==> config.mk <==
export PLATFORM = sky130hd
export DESIGN_NAME = rf_write_arbiter
export DESIGN_NICKNAME = d
export VERILOG_FILES = /design/src/rtl/gDefine.sv /design/src/rtl/rr_arbiter.sv /design/src/rtl/rf_write_arbiter.sv
export SDC_FILE = /design/constraint.sdc
export NUM_CORES = 1
export LEC_CHECK = 0
export BUFFER_PORTS_ARGS = -buffer_cell sky130_fd_sc_hd__buf_2
export CORE_AREA = 2 2 444 446
export DETAILED_ROUTE_END_ITERATION = 7
export DIE_AREA = 0 0 446 448
export PLACE_DENSITY_LB_ADDON = 0.3
export SLEW_MARGIN = 25
export SYNTH_ARGS = -nofsm -noshare
export SYNTH_HDL_FRONTEND = slang
export SYNTH_SLANG_ARGS = --single-unit
==> constraint.sdc <==
create_clock -name clk -period 3.39 [get_ports clk]
set_clock_uncertainty 0.15 [all_clocks]
set_input_delay 0.1695 -clock clk [delete_from_list [all_inputs] [get_ports clk]]
set_output_delay 0.1695 -clock clk [all_outputs]
set_load 0.01 [all_outputs]
==> src/rtl/gDefine.sv <==
// rtl/gDefine.sv - shared vector types and writeback source indices
`ifndef VEC_WIDTH
`define VEC_WIDTH 8
`endif

package gDefine;
    localparam int LANE_W = 32;

    typedef logic [`VEC_WIDTH*LANE_W-1:0] Vector_t;
    typedef logic [`VEC_WIDTH-1:0]        Mask_t;

    localparam int NUM_WB_SRC = 3;

    typedef enum logic [1:0] {
        WB_ALU = 2'd0,
        WB_LSU = 2'd1,
        WB_TEX = 2'd2
    } wb_src_e;
endpackage

==> src/rtl/rr_arbiter.sv <==
// rtl/rr_arbiter.sv - round-robin grant with pointer advancing past the winner
module rr_arbiter #(
    parameter int N  = 3,
    parameter int PW = (N > 1) ? $clog2(N) : 1
) (
    input  logic          clk,
    input  logic          rst,
    input  logic [N-1:0]  req,
    output logic [N-1:0]  gnt,
    output logic [PW-1:0] gnt_idx
);
    localparam logic [PW-1:0] LAST  = PW'(N - 1);
    localparam logic [PW:0]   NSIZE = (PW + 1)'(N);

    logic [PW-1:0] ptr;
    logic [PW:0]   sum;
    logic          found;

    // Scan upward from ptr, wrapping at N; the first valid requester wins.
    always_comb begin
        gnt     = '0;
        gnt_idx = '0;
        found   = 1'b0;
        sum     = '0;
        for (int k = 0; k < N; k++) begin
            sum = {1'b0, ptr} + (PW + 1)'(k);
            if (sum >= NSIZE) begin
                sum = sum - NSIZE;
            end
            if (!found && !rst && req[sum[PW-1:0]]) begin
                gnt[sum[PW-1:0]] = 1'b1;
                gnt_idx          = sum[PW-1:0];
                found            = 1'b1;
            end
        end
    end

    always_ff @(posedge clk) begin
        if (rst) begin
            ptr <= '0;
        end else if (found) begin
            ptr <= (gnt_idx == LAST) ? '0 : gnt_idx + 1'b1;
        end
    end
endmodule

==> src/rtl/rf_write_arbiter.sv <==
// rtl/rf_write_arbiter.sv - arbitrated issue stage for the vector RF write port
module rf_write_arbiter
    import gDefine::*;
#(
    parameter int NUM_REQ = gDefine::NUM_WB_SRC,
    parameter int SIZE    = 2048,
    parameter int SIZE_L  = $clog2(SIZE)
) (
    input  logic                            clk,
    input  logic                            rst,
    input  logic [NUM_REQ-1:0]              req_valid,
    output logic [NUM_REQ-1:0]              req_ready,
    input  logic [NUM_REQ-1:0][SIZE_L-1:0]  req_addr,
    input  Vector_t [NUM_REQ-1:0]           req_data,
    input  Mask_t [NUM_REQ-1:0]             req_strb,
    output logic [SIZE_L-1:0]               waddr,
    output Vector_t                         din,
    output Mask_t                           strb,
    output logic                            wen,
    input  logic [2:0][SIZE_L-1:0]          rd_addr,
    output logic [2:0]                      rd_hazard
);
    localparam int PW = $clog2(NUM_REQ);

    logic [NUM_REQ-1:0] gnt;
    logic [PW-1:0]      gnt_idx;
    logic               wen_q;

    rr_arbiter #(.N(NUM_REQ), .PW(PW)) u_arb (
        .clk     (clk),
        .rst     (rst),
        .req     (req_valid),
        .gnt     (gnt),
        .gnt_idx (gnt_idx)
    );

    assign req_ready = gnt;

    // A zero-strobe winner is consumed but never raises the RAM enable.
    always_ff @(posedge clk) begin
        if (rst) begin
            wen_q <= 1'b0;
            waddr <= '0;
            din   <= '0;
            strb  <= '0;
        end else if (|gnt) begin
            wen_q <= |req_strb[gnt_idx];
            waddr <= req_addr[gnt_idx];
            din   <= req_data[gnt_idx];
            strb  <= req_strb[gnt_idx];
        end else begin
            wen_q <= 1'b0;
        end
    end

    // The write registered just before reset rises must not reach the RAM.
    assign wen = wen_q & ~rst;

    always_comb begin
        rd_hazard = '0;
        for (int k = 0; k < 3; k++) begin
            rd_hazard[k] = wen & (waddr == rd_addr[k]);
        end
    end
endmodule

==> results of run 1 <==
state kept, by name, summed over array words and instances (netlist names):
name,flops
strb,8
din,256
u_arb.ptr,2
wen_q,1
waddr,11
through the flow:
step	setup WS (ns)	instances	hold slack, ns	total power (W)
floorplan	0.4517	1929	0.2425	0.01058
detailed placement	-0.4610	5562	0.2903	0.01534
global route	0.01615	6460	0.07336	0.02207
CTS	0.01792	6450	0.002536	0.02106
global placement	-0.4316	5562	0.2863	0.01532
finish	0.1330	6491	0.05220	0.02075
final timing paths:
check	start	depth (start not counted)	slack [ns]	to
max	u_arb.ptr[1]$_SDFFE_PP0P_	13	0.13	din[129]$_SDFFE_PP0P_
min	req_data[81]	5	0.05	din[81]$_SDFFE_PP0P_
max reg2reg	u_arb.ptr[1]$_SDFFE_PP0P_	13	0.13	din[129]$_SDFFE_PP0P_
min reg2reg	din[199]$_SDFFE_PP0P_	2	0.30	din[199]$_SDFFE_PP0P_
Yosys cell counts, types with 2 or more instances:
library cell | number | area, µm²
nand4_1 | 9 | 56.30
nand2_1 | 551 | 2068
buf_6 | 27 | 304.0
ha_1 | 4 | 50.05
xnor2_1 | 33 | 289.0
o21ai_0 | 3 | 15.01
buf_4 | 25 | 187.7
inv_1 | 4 | 15.01
o211ai_2 | 240 | 3003
nor2_1 | 3 | 11.26
clkbuf_1 | 71 | 266.5
nor2b_1 | 3 | 18.77
buf_2 | 60 | 300.3
o211ai_1 | 29 | 217.7
a221o_1 | 2 | 20.02
nor3_1 | 4 | 20.02
mux2i_1 | 272 | 2723
a41oi_1 | 2 | 17.52
a21oi_1 | 276 | 1381
mux2_2 | 12 | 135.1
dfxtp_1 | 278 | 5565
power by group:
group / internal, W / leakage (nW) / switching [W]
sequential: 0.00432 / 2.28 / 0.000708
clock: 0.00270 / 0.671 / 0.00192
combinational: 0.00458 / 12.5 / 0.00652
total: 0.0116 / 15.4 / 0.00915
logic make-up (layout without fill, tap and decap cells):
| group | Yosys count | in the layout |
|---|---|---|
| xor+xnor | 33 | 33 |
| fa+ha+maj | 4 | 4 |
| flops | 278 | 278 |
| simple gates | 579 | 579 |
| buf+inv | 189 | 2174 |
| mux | 284 | 284 |
| other cells | 0 | 35 |
| compound gates | 562 | 562 |
repair_timing:
action,CTS,global route
resized for setup,10,16
hold buffers,810,0
pin swaps,2,3
endpoints found under the hold margin,278,0
cloned,0,2
setup endpoints to repair,22,155
buffers inserted,2,4
cell type report:
class                      count  area [µm²]
antenna                       35       87.58
clock buffer                  65        1216
clock inverter                11       170.2
fill                       21690      158600
inverter                       4       15.01
multi-input combinational   1462       10330
sequential                   278        5567
tap                         2542        3181
timing repair buffer        2094       15380
critical path, stage by stage, from the launching register on:
cell and delay, ns:
dfxtp_2 0.37, inv_1 0.08, ha_2 0.24, mux2i_2 0.19, a2111o_1 0.34, a21oi_4 0.17
buf_4 0.17, buf_12 0.13, clkbuf_16 0.23, mux2i_1 0.20, dlygate4sd3_1 0.56, nand2_1 0.07
o211ai_2 0.09, a21oi_1 0.09
routing by layer:
metal,wire length (µm),global-route usage,up-vias
met5,117,0,-
met4,6046,0.05623,18
met3,9410,0.03272,205
met2,64570,0.2124,972
met1,55740,0.1521,10860
li1,-,-,10830
==> impl_metrics.tcl, run 1 <==
set metrics [dict create \
    outcome "finished, final reports clean" \
    die-width_um 446 \
    ios 1145 \
    synth_cells 1929 \
    ys_warn_count 0 \
    rows 162 \
    muxShareOfSynthArea 0.1693 \
    drc_errors 0 \
    fin_crit_ns 3.257 \
    synth_simple_gate_area_frac 0.1344 \
    fmax_ghz 0.3070 \
    cts_max_level 2 \
    avgSynthCellArea_um2 8.752 \
    synth_top_family_by_area "compound AO/OA/AOI/OAI gates" \
    synth_flop_cell "dfxtp_1" \
    hpwl_mm 108.0 \
    die_y_um 448 \
    clk_pin_slew_ns 0.06 \
    clockBufferDepth 3 \
    finalHoldViolCount 0 \
    grt_pass1_vias 23290 \
    ant_nets 0 \
    min_period_over_period 0.9608 \
    drt-initial-drc-count 1441 \
    slew_headroom 0.4088 \
    ys_seq_area_frac 0.3297 \
    rsz0062_at_grt "false" \
    final_nets 4748 \
    clock_latency_ns 0.65 \
    dr.pass1.iters 5 \
    dpl_cell_area_um2 26150 \
    dieArea_um2 199800 \
    clockRootBuffer "clkbuf_16" \
    drv_cap 0 \
    final_cell_mix "buf_2, dlygate4sd3_1, nand2_1, dfxtp_1, a21oi_1" \
    wl_per_cell_um 20.93 \
    worstSetupPathType "register to register" \
    final_common_cell "buf_2" \
    cp_max_fo 17 \
    crit_path_start_kind "register" \
    slew_viol_final 0 \
    avgViaCountPerCell 3.526 \
    antenna_found_initial 56 \
    syn_to_final_growth_pct 113.0 \
    cp.required_ns 3.75 \
    synth_compound_area_frac 0.2825 \
    p_per_area_nw_per_um2 577.1 \
    finalSetupTns_ns 0 \
    gp_congestion 0.9315 \
    synth-edff-count 0 \
    synth-seq-cells 278 \
    cts.sinks 278 \
    numCtsBuffers 41 \
    critPathArrivalTime_ns 3.61 \
    async_flop_share 0 \
    io_buffer_count 1144 \
    cts_tree "done" \
    num_vias 22890 \
    fin_area_um2 35950 \
    coreArea_um2 194600 \
    worstSetupEndpointType "register" \
    grtUsageTotal 0.1268 \
    synth_fp_nets 2796 \
    drive_gt1_frac 0.4136 \
    fin_util 0.1848 \
    grt_max_degree 129 \
    synth_cell_type_count 42 \
    p_leak_nw 15.42 \
    tightestPinTransition_ns 0.8868 \
    grt.overflow.total 0 \
    initial_core_util 0.08676 \
    drt-total-wl_mm 135.9 \
    setup_viol 0 \
    grt_pass1_wl_mm 177.9 \
    synthAdderAreaFrac 0.002965 \
    syn_area_um2 16880 \
    synth_xor_area_frac 0.01712 \
    hold_path.class "primary input to register" \
    peakVddDrop_mv 0.3191 \
]
Note: power is estimated with default switching activity, not from simulation.
==> inputs of run 2 (changes only) <==
Settings changed: ABC_AREA from default to 1, CORE_AREA 2 2 444 446 to 2 2 443 445, DIE_AREA 0 0 446 448 to 0 0 445 447.
==> run 2 against run 1 <==
Effect of this change:
- sequential power up 7.8%
- die area down 0.45%
- first-iteration DRC count up 85%
- sequential share of layout area up 0.19 points
- total power up 66%
- register-to-register slack better by 0.05 ns
- hold slack worse by 0.0071 ns
- fmax up 1.4%
- highest routed layer unchanged
- combinational power up 120%
- critical path type unchanged
- global-route usage up 1.8 points
==> impl_metrics.tcl, run 2 <==
set metrics [dict create \
    outcome "finished, final reports clean" \
    crit_buf_inv 5 \
    drt-total-wl_mm 156.6 \
    synth_most_common_cell "nand2_1" \
    avgViaCountPerCell 3.746 \
    rr_worst_depth 17 \
    pre_cts_slack_ns 0.008757 \
    fin_crit_ns 3.212 \
    antenna_found_initial 57 \
    final_nets 5622 \
    drive_gt1_frac 0.2842 \
    slew_headroom 0.5058 \
    die_y_um 447 \
    tightestPinTransition_ns 0.7412 \
    slew_viol_final 0 \
    wl_per_cell_um 21.30 \
    synth-seq-cells 278 \
    syn_to_final_growth_pct 116.0 \
    fin_util 0.1829 \
    clockBufferDepth 3 \
    largest_reg_flops 256 \
    grtUsageTotal 0.1448 \
    hold_path.class "primary input to register" \
    clockRootBuffer "clkbuf_16" \
    async_flop_share 0 \
    cp.required_ns 3.81 \
    clk_pin_slew_ns 0.06 \
    synth_fp_nets 3705 \
    ys_warn_count 0 \
    fin_area_um2 35510 \
    rows 162 \
    cp_max_fo 13 \
    r2r_slack_ns 0.18 \
    rsz0062_at_grt "false" \
    worst_slack_ns 0.1782 \
    hpwl_mm 124.7 \
    cts.sinks 278 \
    synth_area_leaders "dfxtp_1, nand2_1, nor2_1" \
    final_cell_mix "buf_2, nand2_1, dlygate4sd3_1, nor2_1, dfxtp_1" \
    syn_area_um2 16440 \
    dpl_cell_area_um2 25430 \
    final_common_cell "buf_2" \
    min_period_over_period 0.9474 \
    io_buffer_count 1144 \
    peakVddDrop_mv 0.4274 \
    drt-initial-drc-count 2669 \
    coreArea_um2 194200 \
    ys_seq_area_frac 0.3385 \
    synth_flop_cell "dfxtp_1" \
    synth-edff-count 0 \
    numCtsBuffers 43 \
    grt.overflow.total 0 \
    ios 1145 \
    grt_max_degree 103 \
    dieArea_um2 198900 \
    slowest_delay_ns 0.57 \
    crit_path_start_kind "register" \
    ys_top_cells_by_count "nand2_1, nor2_1, dfxtp_1, a21oi_1, o21ai_0" \
    avgSynthCellArea_um2 5.794 \
    worstSetupEndpointType "register" \
    hold_depth 9 \
    initial_core_util 0.08468 \
    grt_pass1_vias 26460 \
    critPathArrivalTime_ns 3.64 \
    synth_area_leader_cell "dfxtp_1" \
    finalPower_w 0.03441 \
    finalHoldViolCount 0 \
    synth_cells 2838 \
    worstSetupPathDepth 17 \
    cp_common_cell "nand2_1" \
    synth_cell_type_count 29 \
    top_regs "din: 256 flops, waddr: 11 flops, strb: 8 flops" \
    setup_viol 0 \
    cpLargestDelayFamily "simple AND/OR/NAND/NOR gates" \
    clock_latency_ns 0.62 \
    largest_register "din" \
    die-width_um 445 \
    cp_slowest_cell "a21oi_1" \
    drv_cap 0 \
    worstSetupPathType "register to register" \
    drc_errors 0 \
    p_per_area_nw_per_um2 969.0 \
    ant_nets 0 \
    cts_max_level 2 \
    grt_pass1_wl_mm 203.1 \
    dr.pass1.iters 6 \
    cts_tree "done" \
    p_leak_nw 16.78 \
    gp_congestion 1.004 \
    synth_top_area_frac 0.3385 \
    fmax_ghz 0.3114 \
    path_cells "inv_1, ha_2, inv_2, nand2_1, nand3_1, nand2_1, nand3_2, nand2_1, nand2_2, nand2_8, buf_12, buf_16, buf_4, nand2_1, a21oi_1, nor2_1, nor2_1" \
    num_vias 27540 \
]
==> run 2: worst paths after layout <==
kind	start	endpoint
min	req_strb[5]	wen_q$_SDFF_PP0_
max reg2reg	u_arb.ptr[1]$_SDFFE_PP0P_	din[88]$_SDFFE_PP0P_
max	u_arb.ptr[1]$_SDFFE_PP0P_	din[88]$_SDFFE_PP0P_
min reg2reg	din[82]$_SDFFE_PP0P_	din[82]$_SDFFE_PP0P_
==> run 2: timing repair <==
item / 4_1_cts / 5_1_grt
hold endpoints to repair: 278 / 0
setup buffers: 0 / 13
hold buffers: 820 / 0
resized for setup: 2 / 23
cloned: 0 / 5
endpoints found under the setup margin: 2 / 63
pin swaps: 0 / 2
==> run 2: layout make-up <==
| class | count | area (µm²) |
|---|---|---|
| sequential | 278 | 5567 |
| tap | 2542 | 3181 |
| clock inverter | 15 | 224.0 |
| multi-input combinational | 2324 | 9754 |
| timing repair buffer | 2082 | 15350 |
| inverter | 26 | 147.6 |
| antenna | 24 | 60.06 |
| clock buffer | 60 | 1231 |
| fill | 22400 | 158700 |
==> run 2: per-layer routing <==
| layer | vias to the layer above | track usage | share of wire |
|---|---|---|---|
| li1 | 12880 | - | - |
| met1 | 12950 | 0.1898 | 0.43 |
| met2 | 1389 | 0.2248 | 0.44 |
| met3 | 292 | 0.03676 | 0.085 |
| met4 | 26 | 0.05940 | 0.043 |
| met5 | - | 0 | 0.0011 |
==> run 2: worst reg2reg max path, cell delays in order (launching register included) <==
cell	delay (ns)
dfxtp_2	0.34
inv_1	0.10
ha_2	0.23
inv_2	0.07
nand2_1	0.06
nand3_1	0.13
nand2_1	0.18
nand3_2	0.12
nand2_1	0.09
nand2_2	0.10
nand2_8	0.13
buf_12	0.12
buf_16	0.17
buf_4	0.31
nand2_1	0.08
a21oi_1	0.57
nor2_1	0.11
nor2_1	0.11
==> run 2: where the power goes <==
part	internal [W]	total [W]	leakage, nW	switching [W]
combinational	0.00851	0.0241	13.8	0.0156
clock	0.00290	0.00486	0.710	0.00195
sequential	0.00460	0.00542	2.31	0.000816
==> run 2: logic make-up (layout without fill, tap and decap cells) <==
| group | after synthesis | in the layout | share of synthesized area |
|---|---|---|---|
| AOI/OAI and AO/OA | 577 | 577 | 0.1800 |
| xor gates and xnor gates | 7 | 7 | 0.003729 |
| adders and majority gates | 4 | 4 | 0.003044 |
| buffers and inverters | 236 | 2183 | 0.07396 |
| DFF | 278 | 278 | 0.3385 |
| other | 0 | 24 | 0 |
| and+or+nand+nor | 1736 | 1736 | 0.4008 |
==> run 2: stage by stage <==
stage	hold WS, ns	instances	TNS [ns]
finish	0.04512	7351	0
global route	0.06530	7336	0
CTS	0.01332	7310	0
detailed placement	0.3282	6415	0
global placement	0.3246	6415	-0.04804
floorplan	0.1110	2838	0
